**src/rtl/pc_ctrl_pkg.sv**
```systemverilog
`default_nettype none
// ============================================================================
// Module      : pc_ctrl_pkg
// Description : Shared state encodings and PC constants for instruction fetch.
// Revision    : 1.0 - initial release
// ============================================================================
package pc_ctrl_pkg;

    typedef enum logic [1:0] {
        IDLE  = 2'd0,
        REQ   = 2'd1,
        ISSUE = 2'd2
    } pc_state_e;

    localparam logic [1:0] ST_IDLE  = 2'd0;
    localparam logic [1:0] ST_REQ   = 2'd1;
    localparam logic [1:0] ST_ISSUE = 2'd2;

    localparam int unsigned PC_INC     = 4;
    localparam logic [31:0] ALIGN_MASK = ~32'h3;

endpackage : pc_ctrl_pkg
`default_nettype wire

```
**src/rtl/next_pc_sel.sv**
```systemverilog
`default_nettype none
// ============================================================================
// Module      : next_pc_sel
// Description : Priority select of the next PC: jump, then branch, then PC+4.
// Revision    : 1.0 - initial release
// ============================================================================
module next_pc_sel
    import pc_ctrl_pkg::*;
#(
    parameter int ADDR_W = 32
) (
    input  logic [ADDR_W-1:0] pc,
    input  logic              br_taken,
    input  logic [ADDR_W-1:0] br_target,
    input  logic              jump,
    input  logic [ADDR_W-1:0] jump_target,
    output logic [ADDR_W-1:0] next_pc
);

    // Mask built from the inverted low bits so it stays correct at any width.
    localparam logic [ADDR_W-1:0] c_align_mask = ~ADDR_W'(~ALIGN_MASK);
    localparam logic [ADDR_W-1:0] c_pc_inc     = ADDR_W'(PC_INC);

    always_comb begin
        next_pc = pc + c_pc_inc;
        if (jump) begin
            next_pc = jump_target & c_align_mask;
        end else if (br_taken) begin
            next_pc = br_target & c_align_mask;
        end
    end

endmodule : next_pc_sel
`default_nettype wire

```
**src/rtl/pc_fetch_sequencer.sv**
```systemverilog
`default_nettype none
// ============================================================================
// Module      : pc_fetch_sequencer
// Description : Program counter and req/ack instruction fetch sequencer.
// Revision    : 1.0 - initial release
// ============================================================================
module pc_fetch_sequencer
    import pc_ctrl_pkg::*;
#(
    parameter int                ADDR_W   = 32,
    parameter logic [ADDR_W-1:0] RESET_PC = '0
) (
    input  logic              clk,
    input  logic              rst,
    output logic              imem_req,
    output logic [ADDR_W-1:0] imem_addr,
    input  logic              imem_ack,
    input  logic [31:0]       imem_rdata,
    output logic [31:0]       instr,
    output logic              instr_valid,
    output logic [ADDR_W-1:0] pc_out,
    input  logic              stall,
    input  logic              br_taken,
    input  logic [ADDR_W-1:0] br_target,
    input  logic              jump,
    input  logic [ADDR_W-1:0] jump_target
);

    logic [1:0]        r_state;
    logic [ADDR_W-1:0] r_pc;
    logic [31:0]       r_instr;
    logic              r_instr_valid;
    logic [ADDR_W-1:0] r_pc_out;
    logic [ADDR_W-1:0] w_next_pc;

    next_pc_sel #(
        .ADDR_W      (ADDR_W)
    ) u_next_pc_sel (
        .pc          (r_pc),
        .br_taken    (br_taken),
        .br_target   (br_target),
        .jump        (jump),
        .jump_target (jump_target),
        .next_pc     (w_next_pc)
    );

    // Request is decoded from state so an async reset drops it immediately.
    assign imem_req    = (r_state == ST_REQ);
    assign imem_addr   = r_pc;
    assign instr       = r_instr;
    assign instr_valid = r_instr_valid;
    assign pc_out      = r_pc_out;

    always_ff @(posedge clk or posedge rst) begin
        if (rst) begin
            r_state       <= ST_IDLE;
            r_pc          <= RESET_PC;
            r_instr       <= '0;
            r_instr_valid <= 1'b0;
            r_pc_out      <= RESET_PC;
        end else begin
            case (r_state)
                ST_IDLE: begin
                    r_state <= ST_REQ;
                end
                ST_REQ: begin
                    if (imem_ack) begin
                        r_instr       <= imem_rdata;
                        r_pc_out      <= r_pc;
                        r_instr_valid <= 1'b1;
                        r_state       <= ST_ISSUE;
                    end
                end
                ST_ISSUE: begin
                    // Redirects only take effect on the cycle ISSUE is released.
                    if (!stall) begin
                        r_pc          <= w_next_pc;
                        r_instr_valid <= 1'b0;
                        r_state       <= ST_REQ;
                    end
                end
                default: begin
                    r_state <= ST_IDLE;
                end
            endcase
        end
    end

endmodule : pc_fetch_sequencer
`default_nettype wire

```
**config.mk**
```make
export PLATFORM = sky130hd
export DESIGN_NAME = pc_fetch_sequencer
export DESIGN_NICKNAME = d
export VERILOG_FILES = /design/src/rtl/pc_ctrl_pkg.sv /design/src/rtl/next_pc_sel.sv /design/src/rtl/pc_fetch_sequencer.sv
export SDC_FILE = /design/constraint.sdc
export NUM_CORES = 1
export LEC_CHECK = 0
export CAP_MARGIN = 20
export CELL_PAD_IN_SITES_DETAIL_PLACEMENT = 0
export CELL_PAD_IN_SITES_GLOBAL_PLACEMENT = 1
export CORE_ASPECT_RATIO = 2
export CORE_UTILIZATION = 34
export DETAILED_ROUTE_END_ITERATION = 7
export GPL_TIMING_DRIVEN = 0
export PLACE_DENSITY = 0.87
export SLEW_MARGIN = 20
export SYNTH_ARGS = -nofsm -noshare
export SYNTH_HDL_FRONTEND = slang
export SYNTH_HIERARCHICAL = 1
export SYNTH_SLANG_ARGS = --single-unit
```
**constraint.sdc**
```tcl
create_clock -name clk -period 3.9 [get_ports clk]
set_input_delay 0.39 -clock clk [delete_from_list [all_inputs] [get_ports clk]]
set_output_delay 0.39 -clock clk [all_outputs]
set_load 0.01 [all_outputs]
```
# Word-level counts from Yosys, hierarchy flattened
# Cells that the tools add are included.
# totals
ramBits,0
register_bits,99
rom_bits,0
latchBits,0
memories,0
# op_classes
shift,0
n_reduce_logical,6
order_cmp,0
div,0
n_mul,0
n_addsub,1
n_bitwise,1
n_eq_ne,4
n_mux,8
# ops
cell,count
32-bit 2-to-1 mux,2
"32-bit by 3-bit adder with 32-bit output, second input constant",1
2-bit case mux with 3 select lines,1
2-bit AND reduction,3
2-bit 2-to-1 mux,2
3-bit AND reduction,1
"2-bit by 1-bit == test with 1-bit output, second input constant",1
"2-bit == test, second input constant",1
2-bit logical NOT,1
1-bit 2-to-1 mux,2
"2-bit by 1-bit inequality test with 1-bit output, second input constant",1
"2-bit inequality test, second input constant",1
1-bit case mux with 2 select lines,1
2-bit nonzero test,1
1-bit inverter,1

# Logic depth before layout (Yosys ltp)
# Gate-level depths: netlist of the first run.
# depth
ltp_word,3
ltp_mapped,7
ltp_nobuf,7

# Hierarchy
# Netlist of the first run, hierarchy kept.
# by_module_without_submodules
mod,instances,cells_per_inst,area_each_um2
pc_fetch_sequencer,1,218,3905.0
next_pc_sel,1,172,1107.3

# Least setup slack after synthesis of the first run
# OpenSTA, ideal clock, no wires.
# synth_path
path_type,reg-to-reg
startpoint,reg r_pc[9] (netlist: imem_addr[9])
endpoint,reg r_pc[23] (netlist: imem_addr[23])
path_buffers,0
t_arrival_ns,1.938
stages_incl_launch_ff,7
setup_slack_ns,1.837
setup_ns,0.125
cell_sequence,dfrtp_1 nand4_4 or4_4 o31a_1 nor3_1 o21ai_1 mux2_2
# synth_via
elab_chain_cells,3
# synth_lines
item,line_no,rtl
"start, declared",pc_fetch_sequencer.sv:30,logic [ADDR_W-1:0] r_pc;
"start signal, assigned",pc_fetch_sequencer.sv:77,r_pc <= w_next_pc;
32-bit by 3-bit adder with 32-bit output,next_pc_sel.sv:25,next_pc = pc + c_pc_inc;
32-bit 2-to-1 mux,next_pc_sel.sv:28,end else if (br_taken) begin
32-bit 2-to-1 mux,next_pc_sel.sv:26,if (jump) begin
via w_next_pc[23],pc_fetch_sequencer.sv:34,logic [ADDR_W-1:0] w_next_pc;
# The timed path passes the listed nets, and every way through them passes these cells.
# A chain may end at the register's enable or synchronous reset.

# Worst setup path after layout of the first run
# layout_path
startpoint,reg r_pc[2] (netlist: imem_addr[2])
endpoint,reg r_pc[30] (netlist: imem_addr[30])
# Same word-level chain as after synthesis.

==> results.yml, run 1 <==
status:
  status: "complete, no violations"
sta:
  max_freq_ghz: 0.395
  maxSlewHeadroom: 0.569
  tightest_slew_ns: 0.644
  finalWorstSetupSlack_ns: 1.37
  hold_viol_final: 0
  finalSetupViolCount: 0
  grt_setup_unrepaired: "no"
  fin_crit_ns: 2.53
  hold_slack_ns: 0.427
  finClkSkew_ns: 0.00891
  fin_crit_sh: 0.649
  tns_ns: 0
  final_max_slew_viol_count: 0
yosys:
  synthesis.nets: 493
  yosys.area.top_type: "dfrtp_1"
  synth-seq-area-share: 0.494
  syn_inst: 390
  syn_area_per_cell_um2: 12.9
  yosysTopAreaCellShare: 0.494
  synth.area.top_cells: "dfrtp_1 49%, mux2_4 15%, mux2_2 11%"
  synthArstFlopShare: 1.00
  synthesis.area_um2: 5010
  ys_warn_count: 6
  synth-edff-count: 0
  ys_types: 44
  synthFlopType: "dfrtp_1"
  ys_ff_latch: 99
floorplan:
  start_util: 0.349
  coreArea_um2: 14400
  die_area_um2: 15300
  die_w_um: 87.9
  dieHeight_um: 174
  rows: 62
  boundaryPins: 200
global_route:
  overflow: 0
  met1_usage: 0.205
  use_met3: 0.0352
  antenna_found_initial: 0
  grt.met2_usage: 0.365
  track_usage: 0.197
  grt.busiest_layer: "met2"
  grt_pass1_wl_um: 22700
  grt_pass1_vias: 4258
  grt_max_degree: 60
pwr:
  power_density_nw_per_um2: 733
  ir_worst_vdd_uv: 364
  p_leak_nw: 3.19
final_layout:
  area_delta_synth_final_pct: 49.6
  post-route-util: 0.522
  n_antenna_cell: 0
  nFillCells: 1255
  final_nets: 698
  final_cells: 792
  drive_above_1_share: 0.233
  multiInputGateArea_um2: 2370
  seqCellArea_um2: 2480
clocking:
  cts.sinks: 99
  cts_resized: 0
  post-cts-setup-buffers: 0
  insertion_delay_ns: 0.34
  numCtsBuffers: 9
  cts_buffer_depth: 2
  clkSlewWorstSetupHoldPaths_ns: 0.07
  cts_tree: "yes"
  htree_levels: 3
  cts-root-buf: "clkbuf_16"
  holdBufCountCts: 0
worst_setup_path:
  cp-end-kind: "flop"
  crit_type: "flop to flop"
  crit_fanout: 8
  worstPathRequired_ns: 4.13
  cp_data_arrival_time_ns: 2.76
  critPathLaunchType: "flop"
placed_design:
  pre_cts_ws_ns: 1.42
  dpl.hpwl_um: 11100
  place.gp.congestion: 0.786
  place_inst: 776
  portBuffers: 193
route:
  via_per_inst: 4.93
  wire_per_inst_um: 18.3
  drtAntennaViolNets: 0
  first_pass_iters: 4
  drt_iter0_markers: 113
  vias: 3908
  drc: 0
  drt_wl_total_um: 14500
worst_hold_path:
  hp-class: "input pin to async pin"
job:
  cap_violations: 0
cell usage in the layout (no fill, tap or decap), types with 2 or more instances in the layout:
master / netlist / routed
a21oi_1: 9 / 9
a22oi_1: 13 / 13
and2_1: 3 / 3
and3_1: 3 / 3
buf_2: 2 / 2
buf_4: 3 / 3
buf_6: 6 / 6
clkbuf_1: 9 / 9
clkbuf_16: 0 / 9
clkdlybuf4s50_1: 0 / 193
clkinv_2: 0 / 2
clkinvlp_4: 0 / 3
dfrtp_1: 99 / 99
inv_1: 7 / 6
mux2_2: 49 / 49
mux2_4: 49 / 49
mux2i_1: 3 / 3
nand2_1: 20 / 20
nand3_1: 13 / 13
nand4_1: 7 / 7
nor2_1: 12 / 12
nor3_1: 4 / 4
nor4_4: 2 / 2
o21ai_0: 22 / 22
o21ai_1: 3 / 3
o22ai_1: 6 / 6
xnor2_1: 8 / 8
xor2_1: 18 / 18
metal layers:
layer  vias up  wire length, um  share of wire
met1      1934             5160           0.36
met4         0              531          0.037
met2       134             8120           0.56
met5         -                0              0
li1       1808                -              -
met3        32              716          0.049
power by group:
part           total (mW)  leakage (nW)  switching, mW  internal [mW]
Clock               0.848         0.130          0.399          0.449
Combinational        2.63          1.85          0.933           1.70
Sequential           2.02          1.21          0.504           1.51
Total                5.49          3.19           1.84           3.66
sequential cells by signal, summed over array words and instances, names as in the netlist:
register	flops
imem_addr	32
instr	32
pc_out	32
r_state	2
instr_valid	1
path summary, 6_finish.rpt:
path | from | endpoint | slack [ns] | cells after the start
worst max-delay path | imem_addr[2]$_DFFE_PP0P_ | imem_addr[30]$_DFFE_PP0P_ | 1.37 | 7
worst min-delay path | rst | instr[3]$_DFFE_PP0P_ | 0.43 | 2
worst max register to register | imem_addr[2]$_DFFE_PP0P_ | imem_addr[30]$_DFFE_PP0P_ | 1.37 | 7
worst min register to register | instr[4]$_DFFE_PP0P_ | instr[4]$_DFFE_PP0P_ | 0.51 | 1
max in group asynchronous | rst | pc_out[15]$_DFFE_PP0P_ | 2.82 | 3
min in group clk | instr[4]$_DFFE_PP0P_ | instr[4]$_DFFE_PP0P_ | 0.51 | 1
area by class of cell:
cell class,count,share of cell area
plain buffers,20,0.0179
inverters,7,0.00417
multi-input cells,264,0.317
well taps,192,0.0320
flip-flops and latches,99,0.330
clock buffers,10,0.0319
repair buffers,194,0.261
clock inverters,6,0.00551
worst max-delay path: stages, from the launching register on:
cell	delay, ns
dfrtp_1	0.50
ha_1	0.26
nand3_1	0.22
nor4_4	0.66
nand3_1	0.17
xor2_1	0.20
o221ai_1	0.12
mux2_2	0.28
cell usage after synthesis (2+ instances only):
cell type  number
a21oi_1         9
a22oi_1        13
and2_1          3
and3_1          3
buf_2           2
buf_4           3
buf_6           6
clkbuf_1        9
dfrtp_1        99
inv_1           7
mux2_2         49
mux2_4         49
mux2i_1         3
nand2_1        20
nand3_1        13
nand4_1         7
nor2_1         12
nor3_1          4
nor4_4          2
o21ai_0        22
o21ai_1         3
o22ai_1         6
xnor2_1         8
xor2_1         18
logic make-up after synthesis:
group / Yosys count / synth area share
AO/OA/AOI/OAI: 58 / 0.0694
XOR/XNOR: 26 / 0.0454
adder cells (fa/ha/maj): 1 / 0.00250
buffers and inverters: 27 / 0.0320
flip-flops: 99 / 0.494
multiplexers: 101 / 0.263
AND/OR/NAND/NOR: 78 / 0.0936
through the flow:
| step | area, um2 | total power, mW |
|---|---|---|
| after floorplan | 5010 | 3.29 |
| after global routing | 7500 | 5.81 |
| final | 7500 | 5.49 |
| after CTS | 7500 | 5.56 |
| after global placement | 7180 | 4.59 |
| after detailed placement | 7220 | 4.68 |
No activity file was read; power rests on OpenSTA's default activity.
==> run 2: changes to the inputs <==
clock period = 2.5 ns   (was 3.9 ns; I/O delays follow)
==> run 2 against run 1 <==
Net effect:
- sequential power grew 55%
- combinational power rose by 57%
- worst hold slack lost 0.17 ns
- sequential cell count did not move
- power increased by 57%
- die area did not move
- largest cell class unchanged
- sequential share of layout area decreased by 0.21 points
- cell count increased by 0.38%
- via count grew 1.2%
- non-clock buffer count up 3
==> results.yml, run 2 (same netlist as run 1, synthesis figures left out) <==
global_route:
  grt_pass1_wl_um: 22800
  grt_pass1_vias: 4264
  grt_max_degree: 36
  overflow: 0
  antenna_found_initial: 0
  track_usage: 0.198
floorplan:
  dieHeight_um: 174
  die_w_um: 87.9
  rows: 62
  coreArea_um2: 14400
  die_area_um2: 15300
  boundaryPins: 200
  start_util: 0.349
clocking:
  clkSlewWorstSetupHoldPaths_ns: 0.08
  cts_resized: 0
  post-cts-setup-buffers: 0
  numCtsBuffers: 9
  cts_tree: "yes"
  cts_buffer_depth: 2
  htree_levels: 3
  cts.sinks: 99
  holdBufCountCts: 0
  insertion_delay_ns: 0.35
  cts-root-buf: "clkbuf_16"
worst_hold_path:
  hp-class: "input pin to async pin"
placed_design:
  pre_cts_ws_ns: 0.0486
  dpl.hpwl_um: 11300
  portBuffers: 193
  dpl_cell_area_um2: 7260
  place_inst: 778
  place.gp.congestion: 0.777
sta:
  fin_crit_sh: 0.896
  grt_setup_unrepaired: "no"
  finClkSkew_ns: 0.00980
  hold_slack_ns: 0.252
  max_freq_ghz: 0.446
  final_max_slew_viol_count: 0
  tightest_slew_ns: 0.685
  hold_viol_final: 0
  finalWorstSetupSlack_ns: 0.260
  tns_ns: 0
  maxSlewHeadroom: 0.541
  finalSetupViolCount: 0
  fin_crit_ns: 2.24
worst_setup_path:
  r2r_start: "imem_addr[2]$_DFFE_PP0P_"
  cp-end-kind: "flop"
  worstReg2RegEnd: "imem_addr[30]$_DFFE_PP0P_"
  rrSetupSlack_ns: 0.26
  cp_data_arrival_time_ns: 2.47
  crit_type: "flop to flop"
  worstPathRequired_ns: 2.73
  reg2reg_depth: 8
  crit_fanout: 8
  critPathLaunchType: "flop"
route:
  vias: 3953
  wire_per_inst_um: 18.3
  first_pass_iters: 4
  drt_wl_total_um: 14500
  drt_iter0_markers: 112
  drc: 0
  drtAntennaViolNets: 0
  via_per_inst: 4.97
final_layout:
  final_cells: 795
  multiInputGateArea_um2: 2370
  final_nets: 701
  post-route-util: 0.526
  fin_area_um2: 7550
  drive_above_1_share: 0.237
  final_common_cell: "clkdlybuf4s50_1"
  seqCellArea_um2: 2480
  layout_common_cells: "193 x clkdlybuf4s50_1, 99 x dfrtp_1, 49 x mux2_4, 49 x mux2_2, 22 x o21ai_0"
  area_delta_synth_final_pct: 50.5
  nFillCells: 1257
  n_antenna_cell: 0
pwr:
  power_density_nw_per_um2: 1140
  p_leak_nw: 3.21
  total_power_mw: 8.61
  ir_worst_vdd_uv: 515
job:
  cap_violations: 0
status:
  status: "complete, no violations"
## run 2: worst max-delay path by stage
stage,startpoint,to,slack (ns),cells past startpoint
2_1_floorplan,imem_addr[9]$_DFFE_PP0P_,imem_addr[23]$_DFFE_PP0P_,0.44,6
3_3_place_gp,rst,pc_out[19]$_DFFE_PP0P_,0.05,2
3_5_place_dp,imem_addr[2]$_DFFE_PP0P_,imem_addr[30]$_DFFE_PP0P_,0.05,7
4_1_cts,imem_addr[2]$_DFFE_PP0P_,imem_addr[30]$_DFFE_PP0P_,0.02,7
5_1_grt,imem_addr[3]$_DFFE_PP0P_,imem_addr[30]$_DFFE_PP0P_,0.13,8
6_report,imem_addr[2]$_DFFE_PP0P_,imem_addr[30]$_DFFE_PP0P_,0.26,8
## run 2: critical path: stages (launching register included)
cell,delay (ns)
dfrtp_1,0.49
ha_1,0.25
nand3_1,0.21
nor4_4,0.25
buf_4,0.22
nand3_1,0.11
xor2_1,0.19
o221ai_1,0.12
mux2_2,0.28
## run 2: power by group
part           internal [mW]  switching [mW]  leakage, nW
Combinational           2.65            1.47         1.87
Clock                  0.692           0.662        0.135
Sequential              2.36           0.777         1.21
Total                   5.70            2.90         3.21
## run 2: layout make-up
| type | count | share of cell area |
|---|---|---|
| Inverter | 7 | 0.00398 |
| Timing Repair Buffer | 197 | 0.266 |
| Buffer | 20 | 0.0177 |
| Clock buffer | 9 | 0.0298 |
| Clock inverter | 7 | 0.00763 |
| Multi-Input combinational cell | 264 | 0.315 |
| Tap cell | 192 | 0.0318 |
| Sequential cell | 99 | 0.328 |
## run 2: routing by layer
layer  routed length [um]  global-route usage
met1                 5160               0.204
met2                 8060               0.369
met5                    0                   0
met4                  582              0.0956
met3                  728              0.0329
==> patch (flow settings as in run 2) <==
`ADDR_W` is set to 32 in 2 places; all go to 64.
--- a/src/rtl/next_pc_sel.sv
+++ b/src/rtl/next_pc_sel.sv
@@ -7,7 +7,7 @@
 module next_pc_sel
     import pc_ctrl_pkg::*;
 #(
-    parameter int ADDR_W = 32
+    parameter int ADDR_W = 64
 ) (
     input  logic [ADDR_W-1:0] pc,
     input  logic              br_taken,
--- a/src/rtl/pc_fetch_sequencer.sv
+++ b/src/rtl/pc_fetch_sequencer.sv
@@ -7,7 +7,7 @@
 module pc_fetch_sequencer
     import pc_ctrl_pkg::*;
 #(
-    parameter int                ADDR_W   = 32,
+    parameter int                ADDR_W   = 64,
     parameter logic [ADDR_W-1:0] RESET_PC = '0
 ) (
     input  logic              clk,
Ports: changed (resized br_target, imem_addr, jump_target and pc_out); port bits go from 200 to 328. The function was not compared with the original's and may differ.
==> patch against run 2 <==
  * Largest cell class unchanged
  * Maximum frequency is 7.5% lower
  * Sequential power is 36% higher
  * Routed wire length is 76% higher
  * Core utilization is 1.4 points lower
  * Cell area is 62% higher
  * Total power is 33% higher
  * Critical path type unchanged
  * Worst setup slack worse by 180 ps
  * Global-route usage is 0.82 points higher
  * Synthesized area is 66% higher
  * Sequential cell count is 64 higher
  * First-iteration DRC count is 92% higher
  * Critical endpoint is now imem_addr[31]
==> patch: results (changes against run 2) <==
Logic synthesis
  • Synth Area in Compound Gates: 6.651% (was 6.940%)
  • Largest cells by area after synthesis: dfrtp_1 (49%), mux2_2 (18%), mux2_4 (5.2%) (was dfrtp_1 (49%), mux2_4 (15%), mux2_2 (11%))
  • Synth Area in XOR/XNOR: 3.888% (was 4.543%)
  • Sequential area share after synthesis: 48.94% (was 49.43%)
  • Post-synthesis mux area share: 24.07% (was 26.29%)
  • Distinct cells, synth: 52 (was 44)
  • Post-Syn Instances: 694 (was 390)
  • Synth cell count leaders: dfrtp_1 (163), mux2_2 (135), nand2_1 (42), a21oi_1 (31), mux2_4 (29) (was dfrtp_1 (99), mux2_2 (49), mux2_4 (49), o21ai_0 (22), nand2_1 (20))
  • Mapped Nets: 861 (was 493)

Power
  • Sw Share: 31.41% (was 33.75%)
  • P_leak: 5.126 nW (was 3.215 nW)
  • PwrDens: 935.1 nW/um^2 (was 1140 nW/um^2)
  • Worst VDD drop: 0.0005661 V (was 0.0005150 V)
  • Sequential share of power: 37.2% (was 36.4%)
  • Clk pwr share: 24.5% (was 15.7%)

Global route
  • Total Routing Usage GR: 20.58% (was 19.75%)
  • M2 GR Usage: 37.28% (was 36.85%)
  • First-pass GRT wire length: 38900 um (was 22790 um)
  • Largest net degree at the start of global routing: 32 (was 36)
  • M3 GR Usage: 5.569% (was 3.286%)
  • Vias in the first global route: 6795 (was 4264)

Detailed routing
  • Via/cell ratio: 5.212 (was 4.972)
  • Met2 wire len: 13730 um (was 8060 um)
  • WL final: 25510 um (was 14530 um)
  • Drt initial violations: 215 (was 112)
  • Met3 WL post-DR: 1463 um (was 728 um)
  • Metal-1 WL: 9465 um (was 5160 um)

Worst setup path
  • Worst R2R Setup Slack: 80 ps (was 260 ps)
  • Worst path max stage delay: 520 ps (was 490 ps)
  • Delay-heaviest family, CP: buffers and inverters (was simple AND/OR/NAND/NOR gates)
  • Worst setup path endpoint: imem_addr[31] (was imem_addr[30])
  • R2R cell count: 9 (was 8)
  • CP Launch Point: imem_addr[15] (was imem_addr[2])
  • Top fanout value on the critical path: 10 (was 8)
  • Arr. time, crit path: 2740 ps (was 2470 ps)

Clocking
  • CTS H-tree depth: 4 (was 3)
  • Worst skew pair latency: 440 ps (was 350 ps)
  • Worst-path clk slew: 70 ps

Place
  • GPL Wtd Cong: 0.7827 (was 0.7767)
  • Dpl cell area: 11410 sq um (was 7256 sq um)
  • Dpl cells: 1245 (was 778)
  • Place WS: -435.4 ps (was 48.60 ps)
  • DP Wirelength: 19280 um (was 11340 um)

Finish
  • Fillers: 2187 (was 1257)
  • Share of cells above drive strength 1: 26.57% (was 23.71%)
  • Antenna diodes: 0 (unchanged)
  • Final non-filler cell total: 1292 (was 795)

STA
  • Worst hold slack: 108.0 ps (was 252.4 ps)
  • Final worst path period share: 96.88% (was 89.61%)

Run status
  • Status: complete, no violations (unchanged)
patch: cell count changes in the layout (fill, tap and decap cells not counted), sizes merged, moves of 7 or more:
cell,before,now
clkdlybuf4s50,193,258
buf,15,40
mux2,98,164
dfrtp,99,163
o21ai,25,35
xnor2,8,15
a22oi,13,6
nand2,20,43
nor2,13,26
a21oi,9,31
clkbuf,18,34
nand4,9,31
or3,0,16
patch: final cells by class:
cell class / count / area (sq um) / area share (%)
Buffer: 32 / 217.7 / 1.778
Clock buffer: 20 / 446.7 / 3.649
Tap cell: 287 / 359.1 / 2.933
Multi-Input combinational cell: 490 / 4074 / 33.28
Inverter: 9 / 37.54 / 0.3066
Sequential cell: 163 / 4088 / 33.39
Clock inverter: 11 / 176.4 / 1.441
Timing Repair Buffer: 280 / 2843 / 23.22
patch: repair_timing:
item                                    CTS  global route
endpoints found under the setup margin   31            21
gates cloned                              0             0
hold endpoints to repair                  0             0
pin swaps                                 3             6
buffers inserted                          4            12
gates resized for setup                   6            13
